## config.mk

```make
export PLATFORM = sky130hd
export DESIGN_NAME = store_write_buffer
export DESIGN_NICKNAME = d
export VERILOG_FILES = /design/src/rtl/store_write_buffer.sv
export SDC_FILE = /design/constraint.sdc
export NUM_CORES = 1
export LEC_CHECK = 0
export CAP_MARGIN = 25
export CORE_MARGIN = 1.5
export CORE_UTILIZATION = 40
export DETAILED_ROUTE_END_ITERATION = 10
export GPL_ROUTABILITY_DRIVEN = 0
export HOLD_SLACK_MARGIN = 0.02
export PLACE_DENSITY = 0.7
export SKIP_CTS_REPAIR_TIMING = 1
export SYNTH_ARGS = -nofsm -noshare
export SYNTH_HDL_FRONTEND = slang
export SYNTH_SLANG_ARGS = --single-unit
```

## constraint.sdc

```tcl
create_clock -name clk -period 5.8 [get_ports clk]
set_input_delay 1.74 -clock clk [delete_from_list [all_inputs] [get_ports clk]]
set_output_delay 1.74 -clock clk [all_outputs]
set_load 0.03 [all_outputs]
```

## src/rtl/store_write_buffer.sv

```systemverilog
`default_nettype none
// ============================================================================
//  Module   : store_write_buffer
//  Purpose  : Queues 64-bit store rows (base addr + LANES words) and drains
//             each row as LANES sequential word writes into data memory.
//  Option   : STORE_BUF_LANE_MASK_EN adds a per-row lane_mask (skip lanes).
//  Revision : 1.0  initial release
// ============================================================================
module store_write_buffer #(
  parameter int ADDR_W = 16,
  parameter int WORD_W = 16,
  parameter int LANES  = 4,
  parameter int DEPTH  = 4
) (
  input  logic                     clk,
  input  logic                     rst,
  input  logic                     sw_enable,
  input  logic [ADDR_W-1:0]        mem_addr,
  input  logic [LANES*WORD_W-1:0]  data_to_mem,
`ifdef STORE_BUF_LANE_MASK_EN
  input  logic [LANES-1:0]         lane_mask,
`endif
  output logic                     buf_ready,
  input  logic                     dmem_ready,
  output logic                     dmem_we,
  output logic [ADDR_W-1:0]        dmem_addr,
  output logic [WORD_W-1:0]        dmem_wdata,
  output logic                     busy,
  output logic                     overflow,
  output logic [$clog2(DEPTH):0]   count
);

  localparam int PTR_W  = $clog2(DEPTH);
  localparam int CNT_W  = PTR_W + 1;
  localparam int LANE_W = (LANES > 1) ? $clog2(LANES) : 1;
  localparam logic [CNT_W-1:0] FULL = CNT_W'(DEPTH);

  typedef enum logic [0:0] {
    IDLE  = 1'b0,
    WRITE = 1'b1
  } state_t;

  state_t              state, state_next;
  logic [LANE_W-1:0]   lane, lane_next;
  logic [LANE_W-1:0]   eff_lane;
  logic                found, more;
  logic [PTR_W-1:0]    wr_ptr, rd_ptr;
  logic [CNT_W-1:0]    count_next;
  logic                push, pop;

  logic [ADDR_W-1:0]       addr_q [DEPTH];
  logic [LANES*WORD_W-1:0] data_q [DEPTH];
  logic [ADDR_W-1:0]       head_addr;
  logic [LANES*WORD_W-1:0] head_data;
  logic [LANES-1:0]        head_mask;

  assign buf_ready = (count != FULL);
  assign push      = sw_enable && buf_ready;
  assign busy      = (state != IDLE) || (count != '0);
  assign head_addr = addr_q[rd_ptr];
  assign head_data = data_q[rd_ptr];

  // Entry storage carries no reset: contents are only meaningful below count.
  always_ff @(posedge clk) begin
    if (push) begin
      addr_q[wr_ptr] <= mem_addr;
      data_q[wr_ptr] <= data_to_mem;
    end
  end

`ifdef STORE_BUF_LANE_MASK_EN
  logic [LANES-1:0] mask_q [DEPTH];

  always_ff @(posedge clk) begin
    if (push) begin
      mask_q[wr_ptr] <= lane_mask;
    end
  end

  assign head_mask = mask_q[rd_ptr];
`else
  assign head_mask = '1;
`endif

  // First enabled lane at or above the lane counter, and whether any follow.
  always_comb begin
    found    = 1'b0;
    more     = 1'b0;
    eff_lane = '0;
    for (int i = 0; i < LANES; i++) begin
      if (head_mask[i] && (i >= int'(lane))) begin
        if (!found) begin
          found    = 1'b1;
          eff_lane = LANE_W'(i);
        end else begin
          more = 1'b1;
        end
      end
    end
  end

  // An entry with nothing left to write retires without waiting on memory.
  assign pop = (state == WRITE) && (!found || (dmem_ready && !more));

  always_comb begin
    count_next = count;
    if (push && !pop) begin
      count_next = count + CNT_W'(1);
    end else if (pop && !push) begin
      count_next = count - CNT_W'(1);
    end
  end

  always_ff @(posedge clk or posedge rst) begin
    if (rst) begin
      wr_ptr   <= '0;
      rd_ptr   <= '0;
      count    <= '0;
      overflow <= 1'b0;
      state    <= IDLE;
      lane     <= '0;
    end else begin
      if (push) begin
        wr_ptr <= wr_ptr + PTR_W'(1);
      end
      if (pop) begin
        rd_ptr <= rd_ptr + PTR_W'(1);
      end
      if (sw_enable && !buf_ready) begin
        overflow <= 1'b1;
      end
      count <= count_next;
      state <= state_next;
      lane  <= lane_next;
    end
  end

  always_comb begin
    state_next = state;
    lane_next  = lane;
    dmem_we    = 1'b0;
    dmem_addr  = '0;
    dmem_wdata = '0;
    case (state)
      IDLE: begin
        // A push on this edge is already in storage next cycle: no bubble.
        if (count_next != '0) begin
          state_next = WRITE;
          lane_next  = '0;
        end
      end
      WRITE: begin
        if (found) begin
          dmem_we    = 1'b1;
          dmem_addr  = head_addr + ADDR_W'(eff_lane);
          dmem_wdata = head_data[eff_lane*WORD_W +: WORD_W];
        end
        if (pop) begin
          lane_next  = '0;
          state_next = (count_next != '0) ? WRITE : IDLE;
        end else if (found && dmem_ready) begin
          lane_next = eff_lane + LANE_W'(1);
        end
      end
      default: begin
        state_next = IDLE;
        lane_next  = '0;
      end
    endcase
  end

endmodule
`default_nettype wire

```

==> impl_metrics.csv <==
group,metric,value,unit
sta,finalSetupViolations,0,
floorplan,design.core.area,0.0325,sq mm
clocking,cts_tree,"built",
clocking,clk_pin_slew,0.06,ns
layout,nNetsFinal,841,
clocking,cts_buffers,36,
logic_synthesis,yosys.cell_count.top_type,"edfxtp_1",
place,place_hpwl,14.9,mm
logic_synthesis,synth-seq-cells,331,
logic_synthesis,synthTopCellsByCount,"edfxtp_1 (320), mux4_2 (88), and2_1 (32), ha_1 (12), inv_1 (12)",
layout,drive_gt1_share,21.1,%
logic_synthesis,syn_area,0.0132,sq mm
sta,fin_worst_skew,0.0132,ns
layout,n_fill_cell,2631,
setup_path,crit_buf_inv,2,
global_route,grt_pass1_vias,6709,
logic_synthesis,yosysSeqAreaShare,74.8,%
sta,fin_ws,0.414,ns
sta,fmax,186,MHz
clocking,clockRootBuffer,"clkbuf_16",
clocking,clock-sinks,331,
sta,tns,0,ns
global_route,track_usage,15.1,%
flow_run,drv_cap,0,
logic_synthesis,dominantRegCellSynth,"edfxtp_1",
power_and_ir_drop,vdd_drop_max,354,uV
global_route,grt_pass1_wl,38.5,mm
setup_path,critical_path.cell_chain,"ha_1 > or2_2 > inv_2 > fa_1 > nand4b_1 > nor4_1 > xor2_1 > and2_1 > clkdlybuf4s50_1",
logic_synthesis,synthArstFlopShare,3.32,%
detailed_routing,via_per_inst,5.05,
floorplan,num_rows,66,
logic_synthesis,yosysTopAreaCell,"edfxtp_1",
floorplan,die_h,185,microns
logic_synthesis,synth_cell_type_count,43,
power_and_ir_drop,leakage,5.25,nW
logic_synthesis,yosysWarnings,0,
logic_synthesis,synth_edf_count,320,
detailed_routing,wl_per_cell,20.3,microns
detailed_routing,drc,0,
floorplan,ios,123,
sta,rsz0062_at_grt,"no",
status,run_status,"completed",
worst_hold_path,worst_hold_path_type,"register to register",
sta,hold_viol,0,
setup_path,critPathCaptureType,"output port",
logic_synthesis,synth_area_leaders,"edfxtp_1 (73%), mux4_2 (15%), dfrtp_1 (2.1%), mux4_1 (1.6%), and2_1 (1.5%)",
global_route,grt_overflow,0,
clocking,clk_path_buf_depth,3,
setup_path,start_kind,"register",
setup_path,cp.required,4.06,ns
setup_path,worstPathArrival,3.65,ns
floorplan,initial_utilization,40.6,%
global_route,antenna_found_initial,2,
place,post-place-ws,0.919,ns
layout,area_growth,22.0,%
logic_synthesis,synth_top_area_share,72.7,%
setup_path,cp_max_fo,8,
power_and_ir_drop,power_density,540,mW/mm^2
place,numPortBuffers,122,
sta,slew_headroom,43.1,%
sta,post-route-min-period,5.39,ns
sta,timing.final.crit_share,92.9,%
setup_path,crit_family,"simple AND/OR/NAND/NOR gates",
detailed_routing,vias,6138,
setup_path,setup.worst_path.class,"register to output port",
logic_synthesis,synthCells,596,
sta,tightest_slew,0.854,ns
detailed_routing,firstDrtPassIters,4,
clocking,clk_latency,0.51,ns
logic_synthesis,synth_fp_nets,693,
setup_path,critPathSlowestCell,"clkdlybuf4s50_1",
detailed_routing,ant_nets,0,
floorplan,die_w,185,microns
global_route,grt_max_degree,57,
detailed_routing,detail_route.iter0.violations,506,
clocking,h-tree-depth,2,
logic_synthesis,avgSynthCellArea,22.2,sq um
setup_path,slowest_delay,0.66,ns
detailed_routing,wl,24.7,mm
floorplan,dieArea,0.0341,sq mm
sta,slew_viol_final,0,
## per-stage QoR
stage | util [%] | cells | power [mW] | hold slack, ns | instance area [sq um]
3_5_place_dp | 46.1 | 1148 | 6.64 | 0.453 | 15000
4_1_cts | 49.6 | 1214 | 8.84 | 0.466 | 16100
3_3_place_gp | 46.1 | 1148 | 6.60 | 0.454 | 15000
6_report | 49.6 | 1216 | 8.71 | 0.461 | 16100
5_1_grt | 49.6 | 1214 | 9.14 | 0.499 | 16100
2_1_floorplan | - | 596 | 5.58 | 0.516 | 13200
## registers in the layout (all words and copies together) (netlist names)
| register | flops |
|---|---|
| addr_q | 64 |
| rd_ptr | 2 |
| state | 1 |
| data_q | 256 |
| overflow | 1 |
| lane | 2 |
| wr_ptr | 2 |
| count | 3 |
## cells by family (layout without fill, tap and decap cells)
kind of cell | count (synthesis) | in the layout | synth area share, %
muxes | 97 | 97 | 16.7
other | 0 | 2 | 0
adders and majority gates | 13 | 13 | 1.29
AOI/OAI and AO/OA | 18 | 18 | 0.928
and+or+nand+nor | 82 | 82 | 3.53
xor gates and xnor gates | 16 | 16 | 1.06
buffers and inverters | 39 | 215 | 1.73
DFF | 331 | 331 | 74.8
## placed cells by master (no fill, tap or decap), types with 5 or more instances in the layout
master / instances
mux4_2: 88
clkinv_2: 5
nand2_1: 11
nand3_1: 5
buf_4: 10
edfxtp_1: 320
mux4_1: 8
clkbuf_1: 11
xor2_1: 5
clkinv_1: 6
ha_1: 12
clkdlybuf4s50_1: 122
xnor2_1: 11
dfrtp_1: 9
inv_1: 12
clkbuf_16: 37
and2_1: 28
nor2_1: 9
## cell type report
type / instances / area (sq um) / area share (%)
sequential: 331 / 9890 / 61.3
multi-input combinational: 226 / 3110 / 19.3
timing repair buffer: 136 / 1380 / 8.53
clock buffer: 48 / 967 / 6.00
tap: 442 / 553 / 3.43
clock inverter: 18 / 171 / 1.06
inverter: 13 / 48.8 / 0.303
antenna: 2 / 5.00 / 0.0310
## where the power goes
part           switching (mW)  internal [mW]
registers               0.135           3.15
logic                    1.71           1.52
clock network           0.876           1.31
total                    2.72           5.99
## per-layer routing
metal  up-vias  part of all wire [%]  global-route usage [%]  routed length (microns)
met2       141                    50                    25.6                    12400
met3        35                   4.6                    2.92                     1130
li1       2777                     -                       -                        -
met1      3185                    43                    19.9                    10700
met4         0                   1.8                    4.29                      437
met5         -                     0                       0                        0
## worst paths after layout
check	start	end	slack, ns	depth (start not counted)
max	lane[0]	dmem_addr[14]	0.41	9
min	overflow	overflow	0.46	1
max reg2reg	count[0]	addr_q[2][2]	3.20	6
min reg2reg	overflow	overflow	0.46	1
max in group asynchronous	rst	rd_ptr[0]	3.88	2
min in group asynchronous	rst	count[1]	1.56	2
No activity file was read; power rests on OpenSTA's default activity.
==> variant 1 (same flow settings) <==
The parameter `ADDR_W` goes from 16 to 18.
--- a/src/rtl/store_write_buffer.sv
+++ b/src/rtl/store_write_buffer.sv
@@ -7,7 +7,7 @@
 //  Revision : 1.0  initial release
 // ============================================================================
 module store_write_buffer #(
-  parameter int ADDR_W = 16,
+  parameter int ADDR_W = 18,
   parameter int WORD_W = 16,
   parameter int LANES  = 4,
   parameter int DEPTH  = 4
Ports: changed (resized dmem_addr and mem_addr); port bits go from 123 to 127. The function was not compared with the original's and may differ.
==> variant 1 against the unedited design <==
  * Critical path depth unchanged
  * Non-clock buffer count up 2
  * Synthesized area up 2.3%
  * Sequential cell count up 8
  * Wire length up 4.2%
  * Sequential share of layout area about the same
  * Cell area up 2.4%
  * Worst setup slack better by 0.023 ns
  * Count of clock-buffer cells in the layout down 2
  * Total power up 2.7%
==> variant 1: results (changes against the unedited design) <==
Cells and area
The ratio of cells with drive above 1 in the final layout is 0.224 (+0.0128). The number of standard cells in the layout, taps in and fillers out is 1244 (+2.3%). The final layout net count is 866 (+3.0%). In the final layout, the registers with the most flip-flops are data_q: 256 flops, addr_q: 72 flops, count: 3 flops. The multi-input gate area in the final layout came to 3200 um^2 (+2.6%).

GRT
The maximum number of pins on one net before global-route repair was 75 (+32%). The number of global-route vias before repair is 6891 (+2.7%). The wire length of the first global-routing pass is 40200 um (+4.3%).

The met2 usage in global routing is 0.244 (-0.0114). The routing usage on met3 was 0.0375 (+0.00828). The global-route track usage on met1 was 0.206 (+0.00725). The initial antenna violation count is 3 (+1).

Detailed routing
The routed via count divided by cell count is 5.15 (+1.9%). The wire length reported by the detailed router is 25700 um (+4.2%). The count of routing violations after the opening detailed-route iteration is 558 (+10%).

Status
The flow ran to the end, and the final reports show no timing, DRC or antenna violations.

Placed design
The instance area at placement is 15400 um^2 (+2.6%). The number of buffers inserted by port buffering was 126 (+3.3%). The worst slack at placement came to 0.947 ns (+0.0286 ns). The half-perimeter wire length of the detailed placement result was 15300 um (+2.2%).

Logic synthesis
The number of distinct library cells after synthesis was 46 (+7.0%). The instance count of the mapped netlist was 615 (+3.2%). In the synthesized netlist, the cells that appear most often are sky130_fd_sc_hd__edfxtp_1, sky130_fd_sc_hd__mux4_2, sky130_fd_sc_hd__nor2_1, sky130_fd_sc_hd__and2_1. In the post-synthesis netlist, the biggest area contributors are sky130_fd_sc_hd__edfxtp_1, sky130_fd_sc_hd__mux4_2, sky130_fd_sc_hd__dfrtp_1. The adder and majority cell fraction of the synthesized area was 0.0126 (-0.000285).

The share of the synthesized area in compound gates (AO/OA/AOI/OAI) is 0.0130 (+0.00368). The sequential fraction of the synthesis area was 0.749 (+0.00123). The share of synthesized area spent on multiplexers is 0.164 (-0.00221). The count of flip-flops with a built-in enable after synthesis is 328 (+2.5%).

Setup path
The largest incremental delay on the critical path is 0.71 ns (+0.05 ns). The critical-path maximum fanout is 20 (+12).

Power
The leakage power is 5.35 nW (+2.0%). The net switching share of the total power is 0.320 (+0.00782). The relative contribution of the clock network to total power came to 0.244 (-0.007). The maximum resistive drop on vdd came to 0.410 mV (+16%).

Timing
The transition time at the pin with the least slew margin is 0.877 ns (+0.0232 ns). The maximum clock skew at final layout is 0.0205 ns (+0.00733 ns).
==> variant 1: per-layer routing <==
metal	share of wire	wire (um)	vias to the layer above
met5	0.0012	31	-
met4	0.019	495	4
met3	0.064	1640	48
met2	0.48	12300	188
met1	0.44	11200	3290
li1	-	-	2871
==> variant 1: path summary, 6_finish.rpt <==
kind	startpoint	endpoint	slack, ns	cells past startpoint
worst max register to register	count[0]	data_q[3][1]	2.88	5
min in group asynchronous	rst	lane[1]	1.55	2
worst max-delay path	rd_ptr[0]	dmem_addr[12]	0.44	9
worst min register to register	overflow	overflow	0.46	1
max in group asynchronous	rst	rd_ptr[0]	3.89	2
worst min-delay path	overflow	overflow	0.46	1
==> variant 1: area by class of cell <==
type                    instances  share of cell area
diodes                          1            0.000152
clock buffers                  46              0.0594
clock inverters                20             0.00970
inverters                      15             0.00341
multi-input cells             237               0.193
flip-flops and latches        339               0.614
well taps                     448              0.0339
repair buffers                138              0.0864
==> variant 2 (config.mk and constraints unchanged) <==
Without the edit above. Add an input register stage for `sw_enable`, without a reset; this delays it by one clock. The other inputs are not delayed to match.
--- a/src/rtl/store_write_buffer.sv
+++ b/src/rtl/store_write_buffer.sv
@@ -40,6 +40,12 @@
     WRITE = 1'b1
   } state_t;
 
+  logic sw_enable_q;
+
+  always_ff @(posedge clk) begin
+    sw_enable_q <= sw_enable;
+  end
+
   state_t              state, state_next;
   logic [LANE_W-1:0]   lane, lane_next;
   logic [LANE_W-1:0]   eff_lane;
@@ -55,7 +61,7 @@
   logic [LANES-1:0]        head_mask;
 
   assign buf_ready = (count != FULL);
-  assign push      = sw_enable && buf_ready;
+  assign push      = sw_enable_q && buf_ready;
   assign busy      = (state != IDLE) || (count != '0);
   assign head_addr = addr_q[rd_ptr];
   assign head_data = data_q[rd_ptr];
@@ -126,7 +132,7 @@
       if (pop) begin
         rd_ptr <= rd_ptr + PTR_W'(1);
       end
-      if (sw_enable && !buf_ready) begin
+      if (sw_enable_q && !buf_ready) begin
         overflow <= 1'b1;
       end
       count <= count_next;
Check against the original RTL: not equivalent (a bounded check fails within 4 cycles, from zero or initial values and one cycle with rst high).
==> variant 2 against the unedited design <==
  * First-iteration DRC count decreased by 2.2%
  * Sequential cell count grew 1
  * Wire length grew 1.5%
  * Total power is 1.9% lower
  * Synthesized area shrank 0.30%
  * Cell area is 0.95% lower
  * Worst setup slack got worse by 0.12 ns
==> variant 2: results (changes against the unedited design) <==
GRT
The number of global-route vias before repair is 6606 (-1.5%). The maximum number of pins on one net before global-route repair is 62 (+8.8%). The initial antenna violation count is 1 (-1). The total routing usage reported by global routing is 0.151 (about the same). The wire length of the first global-routing pass is 38000 um (-1.5%).

Status
The run finished with clean final reports.

Power
The net switching share of the total power is 0.315 (+0.00246). The leakage power is 5.17 nW (-1.5%). The maximum resistive drop on vdd came to 0.275 mV (-22%).

Timing
The maximum clock skew at final layout is 0.0299 ns (+0.0167 ns). The transition time at the pin with the least slew margin came to 0.973 ns (+0.119 ns).

Worst hold path
The hold path depth was 1 (unchanged). The worst hold endpoint is overflow.

Cells and area
The filler cell count in the final layout is 2631 (unchanged). The ratio of cells with drive above 1 in the final layout is 0.220 (+0.00891). The final layout net count was 840 (-0.12%). The count of antenna diodes in the layout is 0 (-2).

Setup path
The largest incremental delay on the critical path is 0.67 ns. The number of cells on the worst reg-to-reg path is 6 (unchanged). The worst register-to-register path ends at data_q[2][38]. The critical-path maximum fanout was 10 (+2). The minimum setup slack among reg-to-reg paths came to 2.99 ns (-0.21 ns). The arrival time reported for the critical path endpoint came to 3.77 ns (+0.12 ns).

Logic synthesis
The share of async-settable or async-resettable flops after synthesis came to 0.0331 (-0.000100). The number of nets in the synthesized netlist was 694 (+0.14%). The sequential fraction of the synthesis area is 0.752 (+0.00379). The instance count of the mapped netlist was 597 (+0.17%).

In the post-synthesis netlist, the biggest area contributors are sky130_fd_sc_hd__edfxtp_1, sky130_fd_sc_hd__mux4_2, sky130_fd_sc_hd__dfrtp_1. Ranked by instance count, the synthesized netlist is headed by sky130_fd_sc_hd__edfxtp_1, sky130_fd_sc_hd__mux4_2, sky130_fd_sc_hd__and2_1, sky130_fd_sc_hd__ha_1, sky130_fd_sc_hd__inv_1.

Detailed routing
The average detailed-routed wire length per instance is 20.7 um (+2.0%). The vias after detailed routing was 6146 (+0.13%). The count of routing violations after the opening detailed-route iteration was 495 (-2.2%). The wire length reported by the detailed router came to 25000 um (+1.5%). The length of the first detailed-routing pass in iterations is 5 (+1).

CTS
The total CTS buffers is 35 (-2.8%).

Placed design
The number of placed instances, taps included was 1148 (unchanged). The half-perimeter wire length of the detailed placement result was 15000 um (+0.27%). The number of buffers inserted by port buffering was 122 (unchanged).
[variant 2: cell types whose count changed after synthesis, sizes merged]
cell    delta
dfxtp      +1
buf        +3
clkbuf     -3
[variant 2: through the flow]
step	power [mW]	hold WS (ns)	util	setup slack, ns	cell area (um^2)
floorplan	5.57	0.480	-	0.915	13200
global placement	6.58	0.452	0.460	0.864	14900
detailed placement	6.62	0.455	0.460	0.804	14900
CTS	8.69	0.469	0.492	0.261	16000
global route	8.97	0.488	0.492	0.0350	16000
finish	8.54	0.462	0.492	0.293	16000
[variant 2: metal layers]
metal  GRT usage  share of wire  up-vias  wire length [um]
met1       0.197           0.42     3187             10600
met5           0              0        -                 0
li1            -              -     2765                 -
met2       0.256           0.50      158             12500
met4      0.0443          0.018        0               463
met3      0.0314          0.057       36              1430
[variant 2: kinds of logic (layout without fill, tap and decap cells)]
family	after synthesis	in the layout	synth area share
XOR/XNOR	16	16	0.0106
flip-flops	332	332	0.752
adder cells (fa/ha/maj)	13	13	0.0129
AND/OR/NAND/NOR	82	82	0.0354
buffers and inverters	39	210	0.0151
multiplexers	97	97	0.165
AO/OA/AOI/OAI	18	18	0.00931
[variant 2: area by class of cell]
type                       instances  share of cell area
clock inverter                    15             0.00650
multi-input combinational        226               0.194
clock buffer                      47              0.0589
tap                              442              0.0346
timing repair buffer             135              0.0826
inverter                          13             0.00305
sequential                       332               0.621
[variant 2: worst max-delay path by stage]
stage / endpoint / start / slack, ns
finish: dmem_addr[14] / lane[0] / 0.29
global route: dmem_addr[14] / lane[0] / 0.04
CTS: dmem_addr[14] / lane[0] / 0.26
detailed placement: dmem_addr[14] / lane[0] / 0.80
global placement: dmem_addr[14] / lane[0] / 0.86
floorplan: dmem_addr[8] / rd_ptr[1] / 0.92
[variant 2: power groups by stage]
stage | registers [mW] | clock network [mW] | logic (mW)
6_report | 3.32 | 2.05 | 3.17
5_1_grt | 3.37 | 2.19 | 3.41
4_1_cts | 3.33 | 2.11 | 3.25
3_5_place_dp | 3.38 | 0 | 3.24
3_3_place_gp | 3.35 | 0 | 3.22
2_1_floorplan | 3.33 | 0 | 2.24
[variant 2: worst register-to-register path, delay by kind of cell, from the launching register on]
kind	cells	cell delay (ns)
buffers and inverters	3	0.83
and+or+nand+nor	1	0.79
DFF	1	0.40
adders and majority gates	1	0.26
AOI/OAI and AO/OA	1	0.19
